### src/rtl/interval_timer_ctrl_pkg.sv
// ============================================================================
//  Module      : interval_timer_ctrl_pkg
//  Description : Shared FSM state and MODE encodings for the interval timer.
//  Revision    : 1.0  initial release
// ============================================================================
`default_nettype none

package interval_timer_ctrl_pkg;

    typedef enum logic [1:0] {
        ST_IDLE  = 2'd0,
        ST_RUN   = 2'd1,
        ST_PAUSE = 2'd2
    } state_e;

    localparam logic MODE_ONESHOT  = 1'b0;
    localparam logic MODE_PERIODIC = 1'b1;

endpackage

`default_nettype wire

### src/rtl/interval_timer_ctrl_tick_prescaler.sv
// ============================================================================
//  Module      : interval_timer_ctrl_tick_prescaler
//  Description : Mod-PRESCALE counter with enable, sync clear, registered tick.
//  Revision    : 1.0  initial release
// ============================================================================
`default_nettype none

module interval_timer_ctrl_tick_prescaler #(
    parameter int PRESCALE = 100
) (
    input  logic clk,
    input  logic rst_n,
    input  logic i_en,
    input  logic i_clr,
    output logic o_wrap,
    output logic o_tick
);

    localparam int CW = $clog2(PRESCALE);
    localparam logic [CW-1:0] c_last = CW'(PRESCALE - 1);

    logic [CW-1:0] cnt_q, cnt_d;
    logic          tick_q, tick_d;
    logic          w_wrap;

    // Combinational wrap lets the owner update its interval count on the same edge.
    assign w_wrap = i_en && !i_clr && (cnt_q == c_last);

    always_comb begin
        cnt_d  = cnt_q;
        tick_d = 1'b0;
        if (i_clr) begin
            cnt_d = '0;
        end else if (i_en) begin
            cnt_d  = w_wrap ? '0 : cnt_q + 1'b1;
            tick_d = w_wrap;
        end
    end

    always_ff @(posedge clk or negedge rst_n) begin
        if (!rst_n) begin
            cnt_q  <= '0;
            tick_q <= 1'b0;
        end else begin
            cnt_q  <= cnt_d;
            tick_q <= tick_d;
        end
    end

    assign o_wrap = w_wrap;
    assign o_tick = tick_q;

endmodule

`default_nettype wire

### src/rtl/interval_timer_ctrl.sv
// ============================================================================
//  Module      : interval_timer_ctrl
//  Description : Start/hold/stop sequencer for a prescaled interval timer.
//                Optional sticky IRQ when IRQ_STICKY_EN is defined.
//  Revision    : 1.0  initial release
// ============================================================================
`default_nettype none

module interval_timer_ctrl
    import interval_timer_ctrl_pkg::*;
#(
    parameter int PRESCALE = 100,
    parameter int CNT_W    = 16
) (
    input  logic             clk,
    input  logic             rst_n,
    input  logic             i_start,
    input  logic             i_stop,
    input  logic             i_hold,
    input  logic             i_mode,
    input  logic [CNT_W-1:0] i_period,
    output logic             o_tick,
    output logic             o_expire,
    output logic             o_busy,
    output logic [CNT_W-1:0] o_remain
`ifdef IRQ_STICKY_EN
    ,
    input  logic             i_irq_clr,
    output logic             o_irq
`endif
);

    localparam logic [CNT_W-1:0] c_one = CNT_W'(1);

    state_e           state_q, state_d;
    logic [CNT_W-1:0] remain_q, remain_d;
    logic [CNT_W-1:0] period_q, period_d;
    logic             mode_q, mode_d;
    logic             expire_q, expire_d;

    logic w_busy;
    logic w_presc_en;
    logic w_presc_clr;
    logic w_wrap;

    assign w_busy = (state_q != ST_IDLE);

    // STOP and START both restart the prescaler from zero; only an uncontested,
    // unheld busy cycle advances it (a PAUSE->RUN edge counts as running).
    assign w_presc_clr = i_stop | i_start;
    assign w_presc_en  = w_busy & ~i_hold & ~i_stop & ~i_start;

    interval_timer_ctrl_tick_prescaler #(
        .PRESCALE (PRESCALE)
    ) u_prescaler (
        .clk    (clk),
        .rst_n  (rst_n),
        .i_en   (w_presc_en),
        .i_clr  (w_presc_clr),
        .o_wrap (w_wrap),
        .o_tick (o_tick)
    );

    always_comb begin
        state_d  = state_q;
        remain_d = remain_q;
        period_d = period_q;
        mode_d   = mode_q;
        expire_d = 1'b0;
        if (i_stop) begin
            state_d  = ST_IDLE;
            remain_d = '0;
        end else if (i_start) begin
            if (i_period != '0) begin
                state_d  = ST_RUN;
                remain_d = i_period;
                period_d = i_period;
                mode_d   = i_mode;
            end else if (w_busy) begin
                state_d  = ST_IDLE;
                remain_d = '0;
            end
        end else if (w_busy) begin
            if (i_hold) begin
                state_d = ST_PAUSE;
            end else begin
                state_d = ST_RUN;
                if (w_wrap) begin
                    if (remain_q == c_one) begin
                        expire_d = 1'b1;
                        if (mode_q == MODE_PERIODIC) begin
                            remain_d = period_q;
                        end else begin
                            remain_d = '0;
                            state_d  = ST_IDLE;
                        end
                    end else begin
                        remain_d = remain_q - 1'b1;
                    end
                end
            end
        end
    end

    always_ff @(posedge clk or negedge rst_n) begin
        if (!rst_n) begin
            state_q  <= ST_IDLE;
            remain_q <= '0;
            period_q <= '0;
            mode_q   <= MODE_ONESHOT;
            expire_q <= 1'b0;
        end else begin
            state_q  <= state_d;
            remain_q <= remain_d;
            period_q <= period_d;
            mode_q   <= mode_d;
            expire_q <= expire_d;
        end
    end

    assign o_expire = expire_q;
    assign o_busy   = w_busy;
    assign o_remain = remain_q;

`ifdef IRQ_STICKY_EN
    logic irq_q, irq_d;

    // Set beats clear so a coincident expire is never lost.
    always_comb begin
        irq_d = irq_q;
        if (expire_d) begin
            irq_d = 1'b1;
        end else if (i_irq_clr) begin
            irq_d = 1'b0;
        end
    end

    always_ff @(posedge clk or negedge rst_n) begin
        if (!rst_n) begin
            irq_q <= 1'b0;
        end else begin
            irq_q <= irq_d;
        end
    end

    assign o_irq = irq_q;
`endif

endmodule

`default_nettype wire

### config.mk
export PLATFORM = sky130hd
export DESIGN_NAME = interval_timer_ctrl
export DESIGN_NICKNAME = d
export VERILOG_FILES = /design/src/rtl/interval_timer_ctrl_pkg.sv /design/src/rtl/interval_timer_ctrl_tick_prescaler.sv /design/src/rtl/interval_timer_ctrl.sv
export SDC_FILE = /design/constraint.sdc
export NUM_CORES = 1
export LEC_CHECK = 0
export BUFFER_PORTS_ARGS = -buffer_cell sky130_fd_sc_hd__buf_4
export CAP_MARGIN = 20
export CORE_UTILIZATION = 37
export CTS_CLUSTER_DIAMETER = 80
export DETAILED_ROUTE_END_ITERATION = 16
export PLACE_DENSITY = 0.59
export SLEW_MARGIN = 10
export SYNTH_ARGS = -nofsm -noshare
export SYNTH_HDL_FRONTEND = slang
export SYNTH_SLANG_ARGS = --single-unit
### constraint.sdc
create_clock -name clk -period 3.1 [get_ports clk]
set_input_delay 0.31 -clock clk [delete_from_list [all_inputs] [get_ports clk]]
set_output_delay 0.31 -clock clk [all_outputs]
set_load 0.02 [all_outputs]
== Yosys cells after proc, flatten, opt, wreduce, memory -nomap -nowiden ==
Cells that the tools add are included.
Cells by class
  reduce and logical (&&, ||, !) cells: 12
  add/subtract/negate cells: 2
  muxes and demuxes: 29
  equality and inequality tests: 3
  bitwise operators: 7
Operators with widths (number)
  16-bit two-way mux: 9
  7-bit two-way mux: 3
  16-bit by 1-bit == test with 1-bit output, second input constant: 1
  16-bit nonzero test: 1
  16-bit by 1-bit subtractor with 16-bit output, second input constant: 1
  2-bit two-way mux: 6
  1-bit two-way mux: 11
  3-bit nonzero test: 3
  7-bit by 1-bit adder with 7-bit output, second input constant: 1
  7-bit == test, second input constant: 1
  4-bit AND reduction: 1
  2-bit nonzero test: 2
  1-bit AND: 3
  3-bit != test, second input constant: 1
  1-bit inverter: 3
  3-bit AND reduction: 1
  1-bit logical AND: 2
  2-bit AND reduction: 1
  1-bit logical NOT: 1
  1-bit bitwise OR: 1
Storage, ports and cells
  bits in registers: 44
  bits of input ports: 22
  output and inout port bits: 19

== Depth between registers and ports, before layout ==
  depth in word-level cells: 11
  gate-level depth with buffers: 8
  mapped depth without buffers: 7

== By module ==
A second synthesis with hierarchy kept.
Second synthesis, totals
  cell total of the unflattened synthesis: 279
  area total of the unflattened synthesis: 2454.9 um^2
By module, submodules not included
  interval_timer_ctrl: cells an instance 235, seq. area each 900.9 um^2, area an instance 2025.7 um^2, instances 1
  interval_timer_ctrl_tick_prescaler: cells an instance 44, seq. area each 200.2 um^2, area an instance 429.2 um^2, instances 1

== Least setup slack after synthesis ==
Ideal clock, no wire load.
  kind: reg-to-reg
  start point: register remain_q[0] (netlist: o_remain[0])
  end point: register remain_q[10] (netlist: o_remain[10])
  arrival: 2.194 ns
  slack: 0.780 ns
  clock period less this slack: 2.320 ns
  stages on the path, launching flop included: 9
  setup time: 0.126 ns
  cells stage by stage: dfrtp_1 > inv_1 > ha_1 > or3b_4 > or4_1 > buf_2 > o41ai_2 > a211oi_1 > a221o_1
Between the ends
  longest elaborated chain between the ends: 7
  elaborated cells on any way between the ends: 8
  those cells by class: add/sub (1); eq/ne (1); mux (6)
Ends and longest elaborated chain
  start: declaration: line interval_timer_ctrl.sv:36  | logic [CNT_W-1:0] remain_q, remain_d;
  start signal: assignment: line interval_timer_ctrl.sv:114  | remain_q <= remain_d;
  16-bit by 1-bit subtractor with 16-bit output or 16-bit by 1-bit == test with 1-bit output (tied branches): line interval_timer_ctrl.sv:98, interval_timer_ctrl.sv:89
  16-bit two-way mux (*): line interval_timer_ctrl.sv:89  | if (remain_q == c_one) begin
  16-bit two-way mux (*): line interval_timer_ctrl.sv:88  | if (w_wrap) begin
  16-bit two-way mux (*): line interval_timer_ctrl.sv:84  | if (i_hold) begin
  16-bit two-way mux (*): line interval_timer_ctrl.sv:83  | end else if (w_busy) begin
  16-bit two-way mux (*): line interval_timer_ctrl.sv:73  | end else if (i_start) begin
  16-bit two-way mux (*): line interval_timer_ctrl.sv:70  | if (i_stop) begin
Mark *: on every way between the ends. The rest lies on a longest branch, timed or not. The select of a mux whose other input is x is not followed.
A chain may end at the register's enable or synchronous reset.

== Final worst setup path ==
  start point: register remain_q[0] (netlist: o_remain[0])
  end point: register remain_q[14] (netlist: o_remain[14])
The elaborated chain is that of the path after synthesis.

==> summary.txt <==
Status
  • Run status: finished with violations
  • Violated checks: hold timing

Routing
  • Antenna viol nets, final: 0
  • Wire per inst: 16.15 um
  • Drt via density: 5.516
  • First drt pass iteration count: 4
  • DRC viols: 0
  • Number of violations reported at the end of detailed-routing iteration 0: 140
  • Via total after detailed routing: 2107
  • Total Routed Length: 6.168 mm

Timing
  • Final hold slack: -0.005646 ns
  • Final slew viol count: 0
  • Number of endpoints failing setup at the final stage: 0
  • Aggregate negative setup slack: 0 ns
  • Worst clock skew: 0.003679 ns
  • Hold violation count in the final report: 3
  • Maximum operating frequency: 416.2 MHz
  • Rel. slew slack: 0.4872
  • Unrepaired setup endpoints after global routing: false
  • Slew @ Worst Pin: 0.7692 ns
  • Share of the clock period used by the worst path: 0.7750
  • Final Critical Period: 2.403 ns
  • Final Worst Setup Slack: 0.6975 ns

Synth
  • Top FF cell, synth: dfrtp_1
  • Sequential fraction of the synthesis area: 0.4627
  • #FFs+latches synth: 44
  • Synth Area in Compound Gates: 0.1698
  • Basic-gate share of the synthesized area counting and, or, nand and nor cells: 0.2723
  • Area fraction of the dominant cell type after synthesis: 0.4627
  • Combined area of all synthesized cells: 2380 um2
  • Combinational family with the most area after synthesis: simple AND/OR/NAND/NOR gates
  • Library cell with the largest summed area after synthesis: dfrtp_1
  • Synthesized-area fraction occupied by adder cells: 0.01577
  • Yosys warns: 0
  • Share of async-settable or async-resettable flops after synthesis: 1.000
  • Mux share of post-synthesis cell area: 0
  • Syn nets: 293
  • Post-synthesis instance total: 268
  • Leading cell types by total area after synthesis: dfrtp_1 (46%), nand2_1 (12%), nor2_1 (3.0%)
  • XOR/XNOR Fraction of Synth Area: 0.04784
  • Average size of a mapped cell: 8.880 um2
  • Distinct cells, synth: 52
  • Number of enable flip-flop cells after synthesis: 0

CTS
  • Max H-tree Level: 2
  • Inserted Clock Buffers: 5
  • Clock network latency to the later pin of the worst-skew pair: 0.30 ns
  • Clock buffer depth: 2
  • Sink count of the clock tree: 44
  • Post-cts hold buffer count: 0
  • # resized after CTS: 0
  • Postcts setup bufs: 0
  • Clock edge transition at the registers on the reported setup and hold paths: 0.08 ns
  • Clock tree from TritonCTS: yes
  • Clk root buf: clkbuf_8

Global route
  • Global-route wire length before repair: 10.41 mm
  • Vias in the first global route: 2033
  • Initial antenna violation count: 0
  • Gr ovfl total: 0
  • Overall Global Routing Usage: 0.2075
  • Largest net degree at the start of global routing: 45

Finish
  • Count of nets after finishing: 331
  • Storage cell area: 1101 um2
  • Count of inserted antenna diode cells: 0
  • Area taken by multi-input logic gates: 1204 um2
  • P&R area growth vs syn: 19.66%
  • Layout cells sized above 1: 0.1954
  • Count of fill cells added during filler insertion: 593

Power and ir drop
  • Peak supply drop: 0.2263 mV
  • Cell area power density: 473.2 nW/um2
  • Leakage power: 1.361 nW

Placement
  • Post-placement setup slack: 0.7057 ns
  • Final HPWL from detailed placement: 4.278 mm
  • Routability congestion estimate from global placement: 0.7785
  • Port bufs: 40

Critical path
  • Sort of element at the end of the critical path: register
  • Logic depth of the worst register-to-register path: 7
  • Critical Path Source Type: register
  • Worst reg2reg path endpoint: o_remain[14]
  • WS Path Type: reg2reg
  • Largest fanout on the critical path: 7
  • Endpoint of the worst setup timing path: o_remain[14]
  • Worst flop-to-flop path startpoint: o_remain[0]
  • Data required, critical path: 3.28 ns
  • Critical path arrival: 2.58 ns
  • Worst setup path startpoint: o_remain[0]
  • Setup slack on the worst flop-to-flop path: 0.70 ns

Floorplanning
  • Placeable Area: 6061 um2
  • Floorplan die area: 6757 um2
  • Die width: 82.20 um
  • Site Rows: 28
  • Initial cell density of the core: 0.3927
  • DIE HEIGHT: 82.20 um
  • Ports: 41

Flow run
  • Total of max-cap violations: 0

Hold path
  • Class of the tightest hold or removal check: in2async
worst min-delay path by stage:
stage	slack (ns)	cells after the start	from	endpoint
floorplan	0.01	0	rst_n	mode_q
global placement	0.35	1	rst_n	period_q[12]
detailed placement	0.35	1	rst_n	u_prescaler.o_tick
CTS	0.02	1	rst_n	o_expire
global route	0.03	1	rst_n	period_q[12]
finish	-0.006	1	rst_n	o_expire
cells in the final DEF (no fill, tap or decap), types with 6 or more instances in the layout:
| cell type | netlist | routed |
|---|---|---|
| xnor2_1 | 7 | 7 |
| nand2_1 | 73 | 73 |
| xor2_1 | 6 | 6 |
| nor4_1 | 8 | 8 |
| buf_4 | 0 | 43 |
| dfrtp_1 | 44 | 44 |
| a21oi_1 | 12 | 12 |
| nor2_1 | 19 | 19 |
critical path, cell delays in order (launching register included):
cell and delay, ns:
dfrtp_1 0.46, inv_1 0.09, ha_1 0.19, or3b_4 0.41
or4_1 0.53, or3_1 0.35, a21oi_1 0.18, o31ai_1 0.09
cell families (layout without fill, tap and decap cells):
kind of cell | count (synthesis) | after routing
adders and majority gates | 3 | 3
and+or+nand+nor | 137 | 137
buffers and inverters | 17 | 56
xor gates and xnor gates | 13 | 13
AOI/OAI and AO/OA | 54 | 54
DFF | 44 | 44
layer usage:
metal	vias up	track usage	routed length, um
met2	64	0.3050	2712
met4	0	0.08070	78
li1	1032	-	-
met1	1005	0.2967	2936
met5	-	0	0
met3	6	0.04286	439
stage by stage:
step | instances | area (um2) | hold WS [ns] | power (mW) | util
2_1_floorplan | 268 | 2380 | 0.01441 | 0.8178 | -
6_report | 382 | 2848 | -0.005646 | 1.347 | 0.4699
4_1_cts | 382 | 2848 | 0.02090 | 1.360 | 0.4699
3_3_place_gp | 374 | 2740 | 0.3502 | 0.9191 | 0.4521
5_1_grt | 382 | 2848 | 0.03429 | 1.428 | 0.4699
3_5_place_dp | 374 | 2740 | 0.3481 | 0.9191 | 0.4521
area by class of cell:
class	instances	share of cell area
inverters	5	0.006591
clock buffers	6	0.02548
repair buffers	43	0.1134
well taps	75	0.03295
clock inverters	2	0.01230
multi-input cells	207	0.4227
flip-flops and latches	44	0.3866
synth_stat cells (all sizes together) (5+ instances only):
cell and number:
a21oi 12, nor4 9, o21ai 5, o31ai 6, nor2 19, nand2 73
nor3 5, dfrtp 44, buf 5, clkbuf 7, nand3 5, and3 5
inv 5, xnor2 7, xor2 6
flip-flops by register name, indices dropped and copies added, names as in the netlist:
register            flops
u_prescaler.o_tick      1
state_q                 2
mode_q                  1
u_prescaler.cnt_q       7
period_q               16
o_remain               16
o_expire                1
report_power, final:
group / leakage (nW) / total [mW] / switching, mW / internal (mW)
clock network: 0.0552 / 0.439 / 0.200 / 0.239
logic: 0.731 / 0.243 / 0.138 / 0.105
registers: 0.575 / 0.665 / 0.0492 / 0.615
(Power assumes the default switching activity.)
